## config.mk

```make
export PLATFORM = sky130hd
export DESIGN_NAME = harmonic_mixer
export DESIGN_NICKNAME = d
export VERILOG_FILES = /design/src/rtl/harmonic_mixer.sv
export SDC_FILE = /design/constraint.sdc
export NUM_CORES = 1
export LEC_CHECK = 0
export CORE_ASPECT_RATIO = 1.1
export CORE_MARGIN = 2
export CORE_UTILIZATION = 25
export DETAILED_ROUTE_END_ITERATION = 10
export PLACE_DENSITY = 0.5
export SLEW_MARGIN = 20
export SYNTH_ARGS = -nofsm -noshare
export SYNTH_HDL_FRONTEND = slang
export SYNTH_SLANG_ARGS = --single-unit
```

## constraint.sdc

```tcl
create_clock -name i_Clock -period 2.6 [get_ports i_Clock]
set_input_delay 0.52 -clock i_Clock [delete_from_list [all_inputs] [get_ports i_Clock]]
set_output_delay 0.52 -clock i_Clock [all_outputs]
set_load 0.02 [all_outputs]
```

## src/rtl/harmonic_mixer.sv

```systemverilog
// harmonic_mixer: walks N harmonics per frame, weights each sine sample by a decaying level, accumulates and emits a saturated 16-bit mix
module harmonic_mixer #(
  parameter int MAX_HARM  = 256,
  parameter int ACC_W     = 26,
  parameter int OUT_SHIFT = 4,
  parameter int READY_DLY = 2
) (
  input  logic        i_Clock,
  input  logic        i_Reset_n,
  input  logic        i_Frame_Tick,
  input  logic [7:0]  i_Harm_Count,
  input  logic [15:0] i_Decay,
  input  logic        i_Sample_Ready,
  input  logic [15:0] i_Sample_Value,
  input  logic        i_Freq_Too_High,
  output logic [7:0]  o_Harmonic,
  output logic        o_Next_Sample,
  output logic [15:0] o_Mix,
  output logic        o_Mix_Valid,
  output logic        o_Overrun
);
  localparam int CW = $clog2(MAX_HARM) + 1;
  localparam int DW = $clog2(READY_DLY + 2);
  localparam logic signed [ACC_W-1:0] MAXV = 32767;
  localparam logic signed [ACC_W-1:0] MINV = -32768;
  typedef enum logic [2:0] {IDLE, WAIT_RDY, SETTLE, CAPTURE, WAIT_LOW, DONE} state_t;
  state_t state, state_n;
  logic [1:0] rst_sync;
  logic rst_n;
  logic [CW-1:0] count;
  logic [DW-1:0] dly;
  logic [15:0] level;
  logic done, last;
  logic signed [ACC_W-1:0] acc, acc_sh, wt;
  logic signed [32:0] prod;
  logic [31:0] lvl_prod;
  logic [15:0] sat;
  assign rst_n = rst_sync[1];
  assign prod = $signed(i_Sample_Value) * $signed({1'b0, level});
  assign wt = ACC_W'(prod >>> 16);
  assign lvl_prod = level * i_Decay;
  assign acc_sh = acc >>> OUT_SHIFT;
  assign sat = acc_sh > MAXV ? 16'h7FFF : acc_sh < MINV ? 16'h8000 : acc_sh[15:0];
  assign last = (CW'(o_Harmonic) == count - CW'(1)) || i_Freq_Too_High;
  always_ff @(posedge i_Clock or negedge i_Reset_n)
    if (!i_Reset_n) rst_sync <= 2'b00;
    else rst_sync <= {rst_sync[0], 1'b1};
  always_comb begin
    state_n = state;
    case (state)
      IDLE:     state_n = i_Frame_Tick ? WAIT_RDY : IDLE;
      WAIT_RDY: state_n = i_Sample_Ready ? SETTLE : WAIT_RDY;
      SETTLE:   state_n = dly == '0 ? CAPTURE : SETTLE;
      CAPTURE:  state_n = WAIT_LOW;
      WAIT_LOW: state_n = i_Sample_Ready ? WAIT_LOW : done ? DONE : WAIT_RDY;
      default:  state_n = IDLE;
    endcase
  end
  always_ff @(posedge i_Clock or negedge rst_n)
    if (!rst_n) begin
      state <= IDLE;
      o_Harmonic <= '0;
      o_Next_Sample <= 1'b0;
      o_Mix <= '0;
      o_Mix_Valid <= 1'b0;
      o_Overrun <= 1'b0;
      level <= 16'hFFFF;
      acc <= '0;
      count <= '0;
      dly <= '0;
      done <= 1'b0;
    end else begin
      state <= state_n;
      o_Next_Sample <= 1'b0;
      o_Mix_Valid <= 1'b0;
      if (i_Frame_Tick && state != IDLE) o_Overrun <= 1'b1;
      case (state)
        IDLE: if (i_Frame_Tick) begin
          acc <= '0;
          level <= 16'hFFFF;
          count <= (i_Harm_Count == 8'd0) ? CW'(MAX_HARM) : CW'(i_Harm_Count);
          done <= 1'b0;
          o_Harmonic <= '0;
        end
        WAIT_RDY: dly <= DW'(READY_DLY);
        SETTLE: if (dly != '0) dly <= dly - DW'(1);
        CAPTURE: begin
          acc <= acc + wt;
          level <= 16'(lvl_prod >> 16);
          o_Next_Sample <= 1'b1;
          o_Harmonic <= last ? 8'd0 : o_Harmonic + 8'd1;
          done <= last;
        end
        DONE: begin
          o_Mix <= sat;
          o_Mix_Valid <= 1'b1;
        end
        default: ;
      endcase
    end
endmodule

```

==> impl_metrics.ini <==
[die]
dieWidth_um = 279
fp.coreArea_mm2 = 0.0829
io_pins = 72
initial_core_util_pct = 25.1
fp.dieH_um = 307
row_count = 111
dieArea_mm2 = 0.0857

[outcome]
violations = negative setup slack
outcome = complete, but fails checks

[setup_path]
cp_common_cell = fa_1
cp-end-kind = flip-flop
crit_path_top_delay_cell = dfstp_4
critPathArrivalTime_ns = 8.45
r2r-start = level[8]$_DFFE_PN1P_
critPathBufInv = 6
worstPathRequired_ns = 2.87
regToRegEndpoint = acc[25]$_DFFE_PN0P_
crit_path_start_kind = flip-flop
reg2reg_depth = 33
cp_slowest_stage_delay_ns = 0.67
critPathKind = flip-flop to flip-flop
cp_max_fo = 5
cpLargestDelayFamily = adder cells
rrSetupSlack_ns = -5.59

[clock_tree]
cts-hold-fix-buffers = 0
cts.htree.levels = 3
cts-root-buf = clkbuf_16
clkSinkCount = 86
cts_inserted_buffers = 9
cts_tree = done
clockBufferDepth = 2
clk-insertion-delay-late_ns = 0.38
cts.clk_slew.worst_paths_ns = 0.08

[logic_synthesis]
synth_cell_types = 67
synthesis.nets = 3042
synth_area_mm2 = 0.0208
synth_top_area_share_pct = 37.2
synth_warnings = 0
ys_seq_area_share_pct = 10.4
avgSynthCellArea_um2 = 8.83
synth-edff-count = 0
ys_ff_latch = 86
synth_top_area_cell = fa_1
synthArstFlopShare_pct = 100
netlist_instances = 2359
synthFlopType = dfrtp_1
ys_top_cells_by_area = fa_1 (37%), ha_1 (15%), inv_1 (8.7%)

[finish]
nets = 3375
layout_common_cells = inv_1 (468), fa_1 (375), nand2_1 (371), buf_4 (302), ha_1 (238)
num_antenna_cells = 0
layout_commonest_cell = inv_1
syn_to_final_growth_pct = 27.8
fin_cells = 3770
drive_above_1_share_pct = 20.7

[placed_design]
pre_cts_slack_ns = -6.26
place_inst = 3695
gp_congestion = 0.793
hpwlAfterDp_mm = 47.1
port_buffers = 71

[drt]
drt_iter0_markers = 698
vias = 16300
wl_per_cell_um = 15.3
ant_nets = 0
remaining_drc_errors = 0
vias_per_cell = 4.33
dr.pass1.iters = 5
wl_mm = 57.8

[global_route]
use_met3_pct = 1.12
use_met1_pct = 18.6
grt_max_degree = 44
antenna_found_initial = 4
grt_pass1_wl_mm = 94.6
grt_pass1_vias = 17500
use_met2_pct = 24.9
grt_usage_pct = 14.0
grt_overflow = 0
top_usage_layer = met2

[sta]
setup_viol = 42
period_share_pct = 315
max_freq_mhz = 122
skew_ns = 0.0152
hold_viol_final = 0
whs_ns = 0.233
drv_slew = 0
worst_slack_ns = -5.59
relSlewSlack_pct = 53.2
tightest_slew_ns = 0.694
period_minus_slack_ns = 8.19
rsz0062_at_grt = yes

[worst_hold_path]
hp-class = flip-flop to async pin

[job]
max_cap_viol_count = 0
==> kinds of logic after synthesis <==
| kind of cell | after synthesis | synth area share [%] |
|---|---|---|
| XOR/XNOR | 61 | 2.56 |
| other | 1 | 0.0180 |
| AO/OA/AOI/OAI | 225 | 6.76 |
| adder cells (fa/ha/maj) | 638 | 52.3 |
| flip-flops | 86 | 10.4 |
| AND/OR/NAND/NOR | 764 | 17.4 |
| buffers and inverters | 584 | 10.6 |
==> flip-flops by register name, summed over array words and instances, names as in the netlist, 2 cells and up <==
signal,flops
o_Mix,16
dly,2
o_Harmonic,8
count,9
level,16
state,3
rst_sync,2
acc,26
==> cell type report <==
cell class,instances,area [um^2]
clock inverter,6,70.1
sequential,86,2180
timing repair buffer,419,3620
clock buffer,10,229
tap,1073,1340
fill,8675,56300
multi-input combinational,1690,17300
inverter,486,1820
==> metal layers <==
layer / vias up / share of wire (%)
met5: - / 0.019
met4: 2 / 1.6
met3: 49 / 2.5
met2: 208 / 51
met1: 8209 / 45
li1: 7843 / -
==> through the flow <==
stage / area [um^2] / utilization [%] / TNS, ns
global placement: 25100 / 30.2 / -207.03
global route: 26600 / 32.1 / -202.93
detailed placement: 25100 / 30.2 / -209.36
floorplan: 21300 / - / -160.69
CTS: 26100 / 31.5 / -188.67
finish: 26600 / 32.1 / -189.53
==> cell usage after synthesis, types with 16 or more instances <==
cell and n:
dfrtp_1 70, ha_1 251, nand2b_1 21, a21o_1 23
nor2_1 68, a21oi_1 56, fa_1 387, dfstp_2 16
clkbuf_1 94, and2_1 202, inv_1 485, nand3_1 19
nand2_1 385, nor3_1 20, xnor2_1 31, o21ai_0 80
xor2_1 30
==> what timing repair did <==
| action | in CTS | in global routing |
|---|---|---|
| cloned | 0 | 1 |
| setup endpoints to repair | 42 | 47 |
| gates resized for setup | 113 | 92 |
| hold endpoints to repair | 0 | 0 |
| pin swaps | 82 | 73 |
| setup buffers | 44 | 20 |
==> worst reg2reg max path: cells and delay by family, from the launching register on <==
family | cells | cell delay, ns
XOR/XNOR | 2 | 0.30
AND/OR/NAND/NOR | 6 | 0.88
buffers and inverters | 6 | 0.51
adder cells (fa/ha/maj) | 8 | 3.54
flip-flops | 1 | 0.67
AO/OA/AOI/OAI | 11 | 2.18
==> how the worst max path moves through the flow <==
stage                                    start                   to  slack (ns)  depth (start not counted)
after CTS                 level[7]$_DFFE_PN1P_  acc[25]$_DFFE_PN0P_       -5.60                         33
after floorplan              i_Sample_Value[4]  acc[22]$_DFFE_PN0P_       -5.01                         32
final                     level[8]$_DFFE_PN1P_  acc[25]$_DFFE_PN0P_       -5.59                         33
after global placement       i_Sample_Value[6]  acc[22]$_DFFE_PN0P_       -6.15                         34
after global routing      level[9]$_DFFE_PN1P_  acc[25]$_DFFE_PN0P_       -5.93                         37
after detailed placement     i_Sample_Value[6]  acc[25]$_DFFE_PN0P_       -6.26                         36
Power is not shown: default switching activity piles up to over one toggle a cycle in this logic, so the estimate is an artifact.
